**config.mk**
```make
export PLATFORM = sky130hd
export DESIGN_NAME = ps2_key_decoder
export DESIGN_NICKNAME = d
export VERILOG_FILES = /design/src/rtl/ps2_key_decoder.sv
export SDC_FILE = /design/constraint.sdc
export NUM_CORES = 1
export LEC_CHECK = 0
export BUFFER_PORTS_ARGS = -buffer_cell sky130_fd_sc_hd__buf_4
export CORE_ASPECT_RATIO = 0.9
export CORE_MARGIN = 8
export CORE_UTILIZATION = 30
export DETAILED_ROUTE_END_ITERATION = 7
export PLACE_DENSITY = 0.57
export SYNTH_ARGS = -nofsm -noshare
export SYNTH_HDL_FRONTEND = slang
export SYNTH_SLANG_ARGS = --single-unit
export TNS_END_PERCENT = 20
```
**constraint.sdc**
```tcl
create_clock -name clk -period 3.1 [get_ports clk]
set_input_delay 0.155 -clock clk [delete_from_list [all_inputs] [get_ports clk]]
set_output_delay 0.155 -clock clk [all_outputs]
set_load 0.005 [all_outputs]
```
**src/rtl/ps2_key_decoder.sv**
```systemverilog
// ps2_key_decoder: PS/2 scan-code sequence decoder feeding a 4-entry key event FIFO
module ps2_key_decoder (
  input  logic       clk,
  input  logic       reset,
  input  logic       scanDone,
  input  logic [7:0] scanCode,
  input  logic       keyRead,
  output logic       keyValid,
  output logic [7:0] keyCode,
  output logic       keyBreak,
  output logic       keyExt,
  output logic [2:0] keyCount,
  output logic       overflow,
  output logic       codeErr
);
  typedef enum logic [2:0] {IDLE, EXT, BRK, EXTBRK, PAUSE} state_t;
  state_t state_q, state_d;
  logic [2:0] skip_q, skip_d;
  logic scan_done_q;
  logic strobe, bad, push, err_set, pop, full, do_push;
  logic [9:0] push_data;
  logic [9:0] mem_q [4];
  logic [1:0] wp_q, rp_q;
  logic [2:0] cnt_q;
  logic ovf_q, err_q;
  assign strobe = scanDone & ~scan_done_q;
  assign bad = (scanCode == 8'h00) || (scanCode == 8'hFF);
  assign pop = keyRead & keyValid;
  assign full = cnt_q == 3'd4;
  assign do_push = push & (~full | pop);
  assign keyValid = cnt_q != 3'd0;
  assign keyCount = cnt_q;
  assign keyCode = keyValid ? mem_q[rp_q][7:0] : 8'h00;
  assign keyBreak = keyValid & mem_q[rp_q][8];
  assign keyExt = keyValid & mem_q[rp_q][9];
  assign overflow = ovf_q;
  assign codeErr = err_q;
  // Decode one byte per strobe; prefixes advance state, final byte produces an event
  always_comb begin
    state_d = state_q;
    skip_d = skip_q;
    push = 1'b0;
    err_set = 1'b0;
    push_data = {2'b00, scanCode};
    if (strobe) begin
      case (state_q)
        IDLE: begin
          if (scanCode == 8'hE0) state_d = EXT;
          else if (scanCode == 8'hF0) state_d = BRK;
          else if (scanCode == 8'hE1) begin
            state_d = PAUSE;
            skip_d = 3'd7;
          end
          else if (bad) err_set = 1'b1;
          else push = 1'b1;
        end
        EXT: begin
          if (scanCode == 8'hF0) state_d = EXTBRK;
          else if (scanCode == 8'hE0) state_d = EXT;
          else begin
            state_d = IDLE;
            err_set = bad;
            push = ~bad;
            push_data = {2'b10, scanCode};
          end
        end
        BRK, EXTBRK: begin
          state_d = IDLE;
          err_set = bad;
          push = ~bad;
          push_data = {state_q == EXTBRK, 1'b1, scanCode};
        end
        PAUSE: begin
          skip_d = skip_q - 3'd1;
          if (skip_q <= 3'd1) begin
            state_d = IDLE;
            skip_d = 3'd0;
            push = 1'b1;
            push_data = {2'b00, 8'hE1};
          end
        end
        default: state_d = IDLE;
      endcase
    end
  end
  // Decoder state, edge detector, FIFO pointers/count and sticky flags
  always_ff @(posedge clk) begin
    if (reset) begin
      state_q <= IDLE;
      skip_q <= 3'd0;
      scan_done_q <= 1'b0;
      wp_q <= 2'd0;
      rp_q <= 2'd0;
      cnt_q <= 3'd0;
      ovf_q <= 1'b0;
      err_q <= 1'b0;
    end else begin
      state_q <= state_d;
      skip_q <= skip_d;
      scan_done_q <= scanDone;
      wp_q <= wp_q + {1'b0, do_push};
      rp_q <= rp_q + {1'b0, pop};
      cnt_q <= cnt_q + {2'b00, do_push} - {2'b00, pop};
      ovf_q <= ovf_q | (push & full & ~pop);
      err_q <= err_q | err_set;
    end
  end
  // FIFO storage; contents are only visible through the count, so no reset needed
  always_ff @(posedge clk) begin
    if (!reset && do_push) mem_q[wp_q] <= push_data;
  end
endmodule

```
After elaboration in Yosys (flattened, before gate mapping)
Memories as Yosys holds them, arrays and structs flattened. A register that Yosys moved wholly into a read port is not among the register bits. Cells that the tools add are included.

Add/sub/neg operators: 5. Magnitude comparators: 1. Eq/ne operators: 14. Mux-type cells: 38. Bitwise logic cells: 14. Reductions and logical operators: 10.

Operator list (count): == test 8 bit, second input constant (4); two-way mux 10 bit (3); one-hot mux 10 bit (3 select lines) (1); two-way mux 3 bit (8); two-way mux 1 bit (18); two-way mux 8 bit (2); one-hot mux 3 bit (3 select lines) (1); zero test 8 bit (1); inequality test 2 bit, second input constant (4); AND 1 bit (7); == test 3 x 2 -> 1 bit, second input constant (2); == test 3 bit, second input constant (2); one-hot mux 3 bit (2 select lines) (1); AND reduction 5 bit (1); adder 2 x 1 -> 2 bit (2); two-way mux 2 bit (2); inequality test 4 bit, second input constant (1); inverter 1 bit (4); one-hot mux 1 bit (4 select lines) (1); adder 3 x 1 -> 3 bit (1); == test 3 x 1 -> 1 bit, second input constant (1); <= comparator 3 x 1 -> 1 bit, second input constant (1); zero test 3 bit (1); OR 1 bit (3); other kinds (10) (10).

Flip-flop bits (word level): 16. Memory bits (writable): 40. Bits of input ports: 12. Output and inout port bits: 16. Logic and storage cells: 91. Memories kept: 1.

Memories: mem_q (words 4, width 10, read ports 1, clocked after memory_dff 1, write ports 1, RTL line 22) `logic [9:0] mem_q [4];`.

Longest topological paths before layout
Gate-level depths: netlist (run 1).

Depth in word-level cells: 12. Mapped depth: 13. Depth with buffers taken out: 13.

Worst setup path after synthesis (run 1)
OpenSTA, ideal clock, no wires.

Path type: flip-flop to flip-flop. From: reg state_q[2]. To: reg cnt_q[2], in the netlist keyCount[2]. Setup time: 0.128 ns. Arrival: 2.617 ns. Data required time: 2.972 ns. Path slack: 0.355 ns. Cell stages (with the launch flop): 13. Path buffers: 1. Clock period less this slack: 2.745 ns. Cell sequence: dfxtp_1 > buf_6 > or3b_4 > nor4_4 > a21oi_4 > a21o_2 > ha_1 > inv_1 > ha_1 > fa_1 > xnor2_1 > xnor2_1 > nor2_1.

Cells in the longest elaborated chain, start to end: 7. Elaborated cells on any way between the ends: 11. Those cells by class: 2 x add/sub; 4 x eq/ne; 2 x mux; 1 x bitwise; 2 x reduce/logical.

Ends and longest elaborated chain: start: declaration (RTL line 17) `state_t state_q, state_d;`; start signal: assignment (RTL line 98) `state_q <= state_d;`; == test 3 x 2 -> 1 bit (RTL line 46) `case (state_q)`; OR reduction 2 bit (RTL line 46); one-hot mux 1 bit (4 select lines) * (RTL line 46); two-way mux 1 bit * (RTL line 45) `if (strobe) begin`; AND 1 bit * (RTL line 30) `assign do_push = push & (~full | pop);`; adder 3 x 1 -> 3 bit * (RTL line 103) `cnt_q <= cnt_q + {2'b00, do_push} - {2'b00, pop};`; subtractor 3 x 1 -> 3 bit * (RTL line 103); end signal: assignment (RTL line 103); end: declaration (RTL line 24) `logic [2:0] cnt_q;`.

Mark *: on every way between the ends. The rest lies on a longest branch, timed or not. A chain may end at the register's enable or synchronous reset.

Worst setup path in the final report (run 1)
Ends and elaborated chain as after synthesis.

==> flow_summary.json, run 1 <==
{
  "status": "finished clean",
  "cts_root_buf": "clkbuf_8",
  "synth_top_area_share_pct": 46.44,
  "dr.pass1.iters": 4,
  "arrival_ps": 3040,
  "cts.clk_slew.worst_paths_ps": 100,
  "start_kind": "flip-flop",
  "rows": 32,
  "rr_worst_depth": 11,
  "period_needed_ps": 2834,
  "viasPerCell": 4.650,
  "clock_power_share_pct": 21.7,
  "finalHoldViolCount": 0,
  "fp.dieH_um": 104.1,
  "final_nets": 239,
  "synth_warnings": 0,
  "setup_violations": 0,
  "ctsHoldBuffers": 0,
  "fp.coreArea_sq_um": 8488,
  "fin_crit_sh_pct": 91.43,
  "switchingPower_mw": 0.5108,
  "insertion_delay_ps": 310,
  "place_congestion": 0.7668,
  "drt.antenna.violating_nets": 0,
  "area_growth_pct": 18.09,
  "setup_tns_ps": 0,
  "max_freq_mhz": 352.8,
  "cts_resized": 0,
  "drt_iter0_drc": 95,
  "maxCapViolCount": 0,
  "grt_first_pass_wirelength_mm": 8.266,
  "layout-drive-gt1-share_pct": 32.13,
  "grt_util_all_layers_pct": 8.837,
  "max_slew_margin_pct": 51.82,
  "required_ps": 3310,
  "worst_hold_path.endpoint": "scan_done_q",
  "grt_overflow": 0,
  "drv_slew": 0,
  "yosysSeqAreaShare_pct": 58.83,
  "syn_avg_cell_area_sq_um": 13.98,
  "port_buffers": 27,
  "peakVddDrop_mv": 0.2029,
  "dieArea_sq_um": 11850,
  "tightest_slew_ps": 721.8,
  "r2r_end": "keyCount[2]",
  "dp_hpwl_mm": 3.639,
  "ys_types": 44,
  "initial_core_util_pct": 30.47,
  "avgRoutedWirePerCell_um": 14.89,
  "num_vias": 1581,
  "hp-start": "scanDone",
  "rrSetupSlack_ps": 270,
  "antenna-diode-count": 0,
  "grt_max_degree": 21,
  "leakagePower_nw": 1.011,
  "r2r_start": "state_q[2]",
  "htreeDepth": 2,
  "cts_tree": "yes",
  "postCtsSetupBuffers": 0,
  "route.detailed.drc": 0,
  "endpoint_kind": "flip-flop",
  "first_global_vias": 1627,
  "die_w_um": 113.9,
  "syn_inst": 185,
  "synth_edf_count": 40,
  "worstSetupPathType": "reg2reg",
  "power.share.sequential_pct": 50.2,
  "p_total_mw": 1.830,
  "cts_buffers": 5,
  "min_path_type": "in2reg",
  "rsz0062_at_grt": "no",
  "antenna_found_initial": 0,
  "io_pins": 28,
  "synth_seq_cells": 56,
  "async_flop_share_pct": 0,
  "clock-sinks": 56,
  "synth_area_leaders": "edfxtp_1, dfxtp_1, mux4_2",
  "syn-cell-area_sq_um": 2586,
  "clockBufferDepth": 2,
  "synth_top_cell_by_area": "edfxtp_1",
  "syn_nets": 204,
  "drt-total-wl_mm": 5.063,
  "swShare_pct": 27.92,
  "crit_path_max_fanout": 10,
  "power_density_nw_per_um2": 599.1,
  "synth_ff_type": "edfxtp_1",
  "p_comb_share_pct": 28.1,
  "p_int_mw": 1.319,
  "finalClockSkew_ps": 9.591,
  "hold_depth": 2
}
## routing by layer
| metal | up-vias | GRT usage [%] | routed length [um] |
|---|---|---|---|
| met2 | 28 | 14.74 | 2462 |
| met1 | 771 | 10.45 | 2265 |
| li1 | 774 | - | - |
| met4 | 0 | 3.419 | 77 |
| met5 | - | 0 | 0 |
| met3 | 8 | 2.554 | 257 |
## logic make-up after synthesis
group	Yosys count	synth area share, %
AND/OR/NAND/NOR	62	15.87
flip-flops	56	58.83
AO/OA/AOI/OAI	29	8.709
buffers and inverters	17	2.854
multiplexers	10	8.708
adder cells (fa/ha/maj)	7	3.677
XOR/XNOR	4	1.354
## synth_stat cells (2+ instances only)
master     instances
xnor2_1            4
or3_1              2
clkbuf_1           4
nor2b_1           17
buf_2              2
nor3_1             4
o21bai_1           2
dfxtp_1           16
or4_1              3
and2b_2            4
nand4b_1           2
mux4_2            10
edfxtp_1          40
a211oi_1           5
nand2b_1           2
nor3b_1            2
a21oi_1            7
o21ai_0            2
or2_2              5
a2111oi_2          2
inv_1             10
nand4_1            3
nand3_1            2
nor4_1             2
ha_1               6
nor2_1             9
## worst max-delay path, stage by stage, from the launching register on
cell      delay, ps
dfxtp_1         400
nor3b_1         340
o211ai_1        150
a211o_1         400
a21o_2          230
ha_1            260
inv_1            40
ha_1            190
fa_1            380
xnor2_1         170
xnor2_1         130
nor2_1           50
## cells in the final DEF, fill, tap and decap left out, drive strengths merged, types with 2 or more instances in the layout
cell      synthesis  final
clkbuf            4      5
nand4             3      3
ha                6      6
xnor2             4      4
inv              10     10
a21oi             8      8
a2111oi           2      2
nor3              4      4
nand2b            2      2
edfxtp           40     40
o21bai            2      2
mux4             10     10
nor4              3      3
nand3             2      2
nor3b             2      2
or4               3      3
and2b             4      4
nand4b            2      2
or2               5      5
or3               2      2
o21ai             2      2
dfxtp            16     16
a211oi            5      5
nor2b            17     17
clkinvlp          0      2
buf               3     35
nor2              9      9
## layout make-up
class / count / area [sq um]
tap: 119 / 148.9
inverter: 10 / 37.54
clock inverter: 3 / 23.77
clock buffer: 5 / 68.82
fill: 850 / 5434
multi-input combinational: 112 / 991.0
timing repair buffer: 35 / 262.8
sequential: 56 / 1521
## through the flow
stage	utilization (%)	cell area [sq um]	std cells	worst slack [ps]	hold slack [ps]
4_1_cts	35.98	3054	340	286.4	74.07
2_1_floorplan	-	2586	185	355.5	283.2
3_5_place_dp	34.89	2962	332	304.9	400.3
3_3_place_gp	34.89	2962	332	376.7	400.8
6_report	35.98	3054	340	265.6	85.37
5_1_grt	35.98	3054	340	7.702	100.1
## worst max-delay path by stage
stage / startpoint / end / slack, ps / cells after the start
2_1_floorplan: state_q[2] / keyCount[2] / 360 / 12
3_3_place_gp: state_q[2] / keyCount[2] / 380 / 11
3_5_place_dp: state_q[2] / keyCount[2] / 300 / 11
4_1_cts: state_q[2] / keyCount[2] / 290 / 11
5_1_grt: state_q[2] / keyCount[2] / 8 / 11
6_report: state_q[2] / keyCount[2] / 270 / 11
## state kept, by name, indices dropped and copies added (netlist names)
| signal | flops |
|---|---|
| wp_q | 2 |
| state_q | 3 |
| skip_q | 3 |
| scan_done_q | 1 |
| keyCount | 3 |
| mem_q | 40 |
| rp_q | 2 |
| codeErr | 1 |
| overflow | 1 |
## power by group through the flow
stage | Clock (mW) | Combinational, mW | Sequential, mW
final | 0.398 | 0.513 | 0.918
after global routing | 0.436 | 0.583 | 0.933
after CTS | 0.414 | 0.531 | 0.925
after detailed placement | 0 | 0.528 | 0.942
after global placement | 0 | 0.526 | 0.940
after floorplan | 0 | 0.336 | 0.890
Note: power is estimated with default switching activity, not from simulation.
==> run 2, diff against run 1 <==
--- a/config.mk
+++ b/config.mk
@@ -11,6 +11,7 @@
 export CORE_UTILIZATION = 30
 export DETAILED_ROUTE_END_ITERATION = 7
 export PLACE_DENSITY = 0.57
+export RECOVER_POWER = 50
 export SYNTH_ARGS = -nofsm -noshare
 export SYNTH_HDL_FRONTEND = slang
 export SYNTH_SLANG_ARGS = --single-unit
==> run 2 against run 1 <==
  * Highest routed layer unchanged
  * Clock-buffer cell count is the same
  * Largest cell class unchanged
  * Setup slack improved by 7.4 ps
  * Critical endpoint unchanged
  * Clock power about the same
  * Routed wire length shrank 0.53%
  * Power is 0.86% lower
  * Via count shrank 0.13%
  * Non-clock buffer count unchanged
  * Cell area is 0.70% lower
  * Hold slack better by 0.97 ps
==> flow_summary.json, run 2 (synthesis gave the netlist of run 1 again) <==
{
  "viasPerCell": 4.644,
  "leakagePower_nw": 0.9923,
  "required_ps": 3300,
  "regArea_sq_um": 1521,
  "setup_tns_ps": 0,
  "cts.clk_slew.worst_paths_ps": 100,
  "period_needed_ps": 2827,
  "rrSetupSlack_ps": 270,
  "fp.coreArea_sq_um": 8488,
  "r2r_start": "state_q[2]",
  "cts_resized": 0,
  "layout-drive-gt1-share_pct": 28.05,
  "rows": 32,
  "dpl-instance-area_sq_um": 2962,
  "area_growth_pct": 17.27,
  "finalClockSkew_ps": 7.946,
  "route.detailed.drc": 0,
  "cts_buffers": 5,
  "worstSetupPathType": "reg2reg",
  "dieArea_sq_um": 11850,
  "rsz0062_at_grt": "no",
  "max_freq_mhz": 353.7,
  "setup_violations": 0,
  "drt-total-wl_mm": 5.036,
  "largest_register_ff_count": 40,
  "postCtsSetupBuffers": 0,
  "r2r_end": "keyCount[2]",
  "place_congestion": 0.7668,
  "antenna-diode-count": 0,
  "top_register": "mem_q",
  "start_kind": "flip-flop",
  "peakVddDrop_mv": 0.1994,
  "arrival_ps": 3030,
  "grt_util_all_layers_pct": 8.837,
  "port_buffers": 27,
  "first_global_vias": 1627,
  "htreeDepth": 2,
  "fin_area_sq_um": 3033,
  "clockBufferDepth": 2,
  "dr.pass1.iters": 4,
  "die_w_um": 113.9,
  "dp_hpwl_mm": 3.639,
  "antenna_found_initial": 0,
  "final_nets": 239,
  "final_common_cell": "edfxtp_1",
  "grt_overflow": 0,
  "clock-sinks": 56,
  "maxCapViolCount": 0,
  "cts_root_buf": "clkbuf_8",
  "cts_tree": "yes",
  "pre_cts_ws_ps": 304.9,
  "grt_first_pass_wirelength_mm": 8.266,
  "fp.dieH_um": 104.1,
  "crit_path_max_fanout": 10,
  "ctsHoldBuffers": 0,
  "hp-start": "scanDone",
  "initial_core_util_pct": 30.47,
  "worst_hold_path.endpoint": "scan_done_q",
  "min_path_type": "in2reg",
  "rr_worst_depth": 11,
  "finalHoldViolCount": 0,
  "avgRoutedWirePerCell_um": 14.81,
  "multi_input_area_sq_um": 984.7,
  "endpoint_kind": "flip-flop",
  "tightest_slew_ps": 712.3,
  "drv_slew": 0,
  "fin_crit_sh_pct": 91.19,
  "setup_ws_ps": 273.0,
  "grt_max_degree": 21,
  "insertion_delay_ps": 310,
  "drt_iter0_drc": 85,
  "max_slew_margin_pct": 52.45,
  "layout_common_cells": "edfxtp_1, buf_4, nor2b_1, dfxtp_1",
  "power_density_nw_per_um2": 598.1,
  "hold_depth": 2,
  "status": "finished clean",
  "drt.antenna.violating_nets": 0,
  "n_fill_cell": 856,
  "io_pins": 28,
  "num_vias": 1579
}
run 2: cell type report:
class | count | share of cell area (%)
flip-flops and latches | 56 | 50.17
clock inverters | 3 | 0.7838
clock buffers | 5 | 2.269
inverters | 10 | 1.238
repair buffers | 35 | 8.168
well taps | 119 | 4.909
multi-input cells | 112 | 32.47
run 2: stage by stage:
stage                     power (mW)  instances  hold slack, ps  utilization, %
after floorplan                1.225        185           283.2               -
after global placement         1.466        332           400.8           34.89
after detailed placement       1.470        332           400.3           34.89
after CTS                      1.869        340           74.07           35.98
after global routing           1.941        340           100.1           35.73
final                          1.814        340           86.34           35.73
run 2: worst max path at each step:
stage | from | endpoint | slack (ps) | cells after the start
6_report | state_q[2] | keyCount[2] | 270 | 11
5_1_grt | state_q[2] | keyCount[2] | 8 | 11
4_1_cts | state_q[2] | keyCount[2] | 290 | 11
3_5_place_dp | state_q[2] | keyCount[2] | 300 | 11
3_3_place_gp | state_q[2] | keyCount[2] | 380 | 11
2_1_floorplan | state_q[2] | keyCount[2] | 360 | 12
run 2: layer usage:
metal  wire length (um)  vias to the layer above  global-route usage [%]  share of wire, %
li1                   -                      774                       -                 -
met1               2233                      769                   10.45                44
met2               2477                       28                   14.74                49
met3                247                        8                   2.554               4.9
met4                 77                        0                   3.419               1.5
met5                  0                        -                       0                 0
run 2: where the power goes:
group / switching (mW) / internal (mW) / total [mW]
sequential: 0.0723 / 0.846 / 0.918
clock: 0.235 / 0.160 / 0.395
combinational: 0.199 / 0.301 / 0.501
run 2: worst max-delay path, stage by stage, from the launching register on:
cell      delay [ps]
dfxtp_1          400
nor3b_1          340
o211ai_1         150
a211o_1          400
a21o_2           230
ha_1             260
inv_1             40
ha_1             190
fa_1             380
xnor2_1          170
xnor2_1          130
nor2_1            50
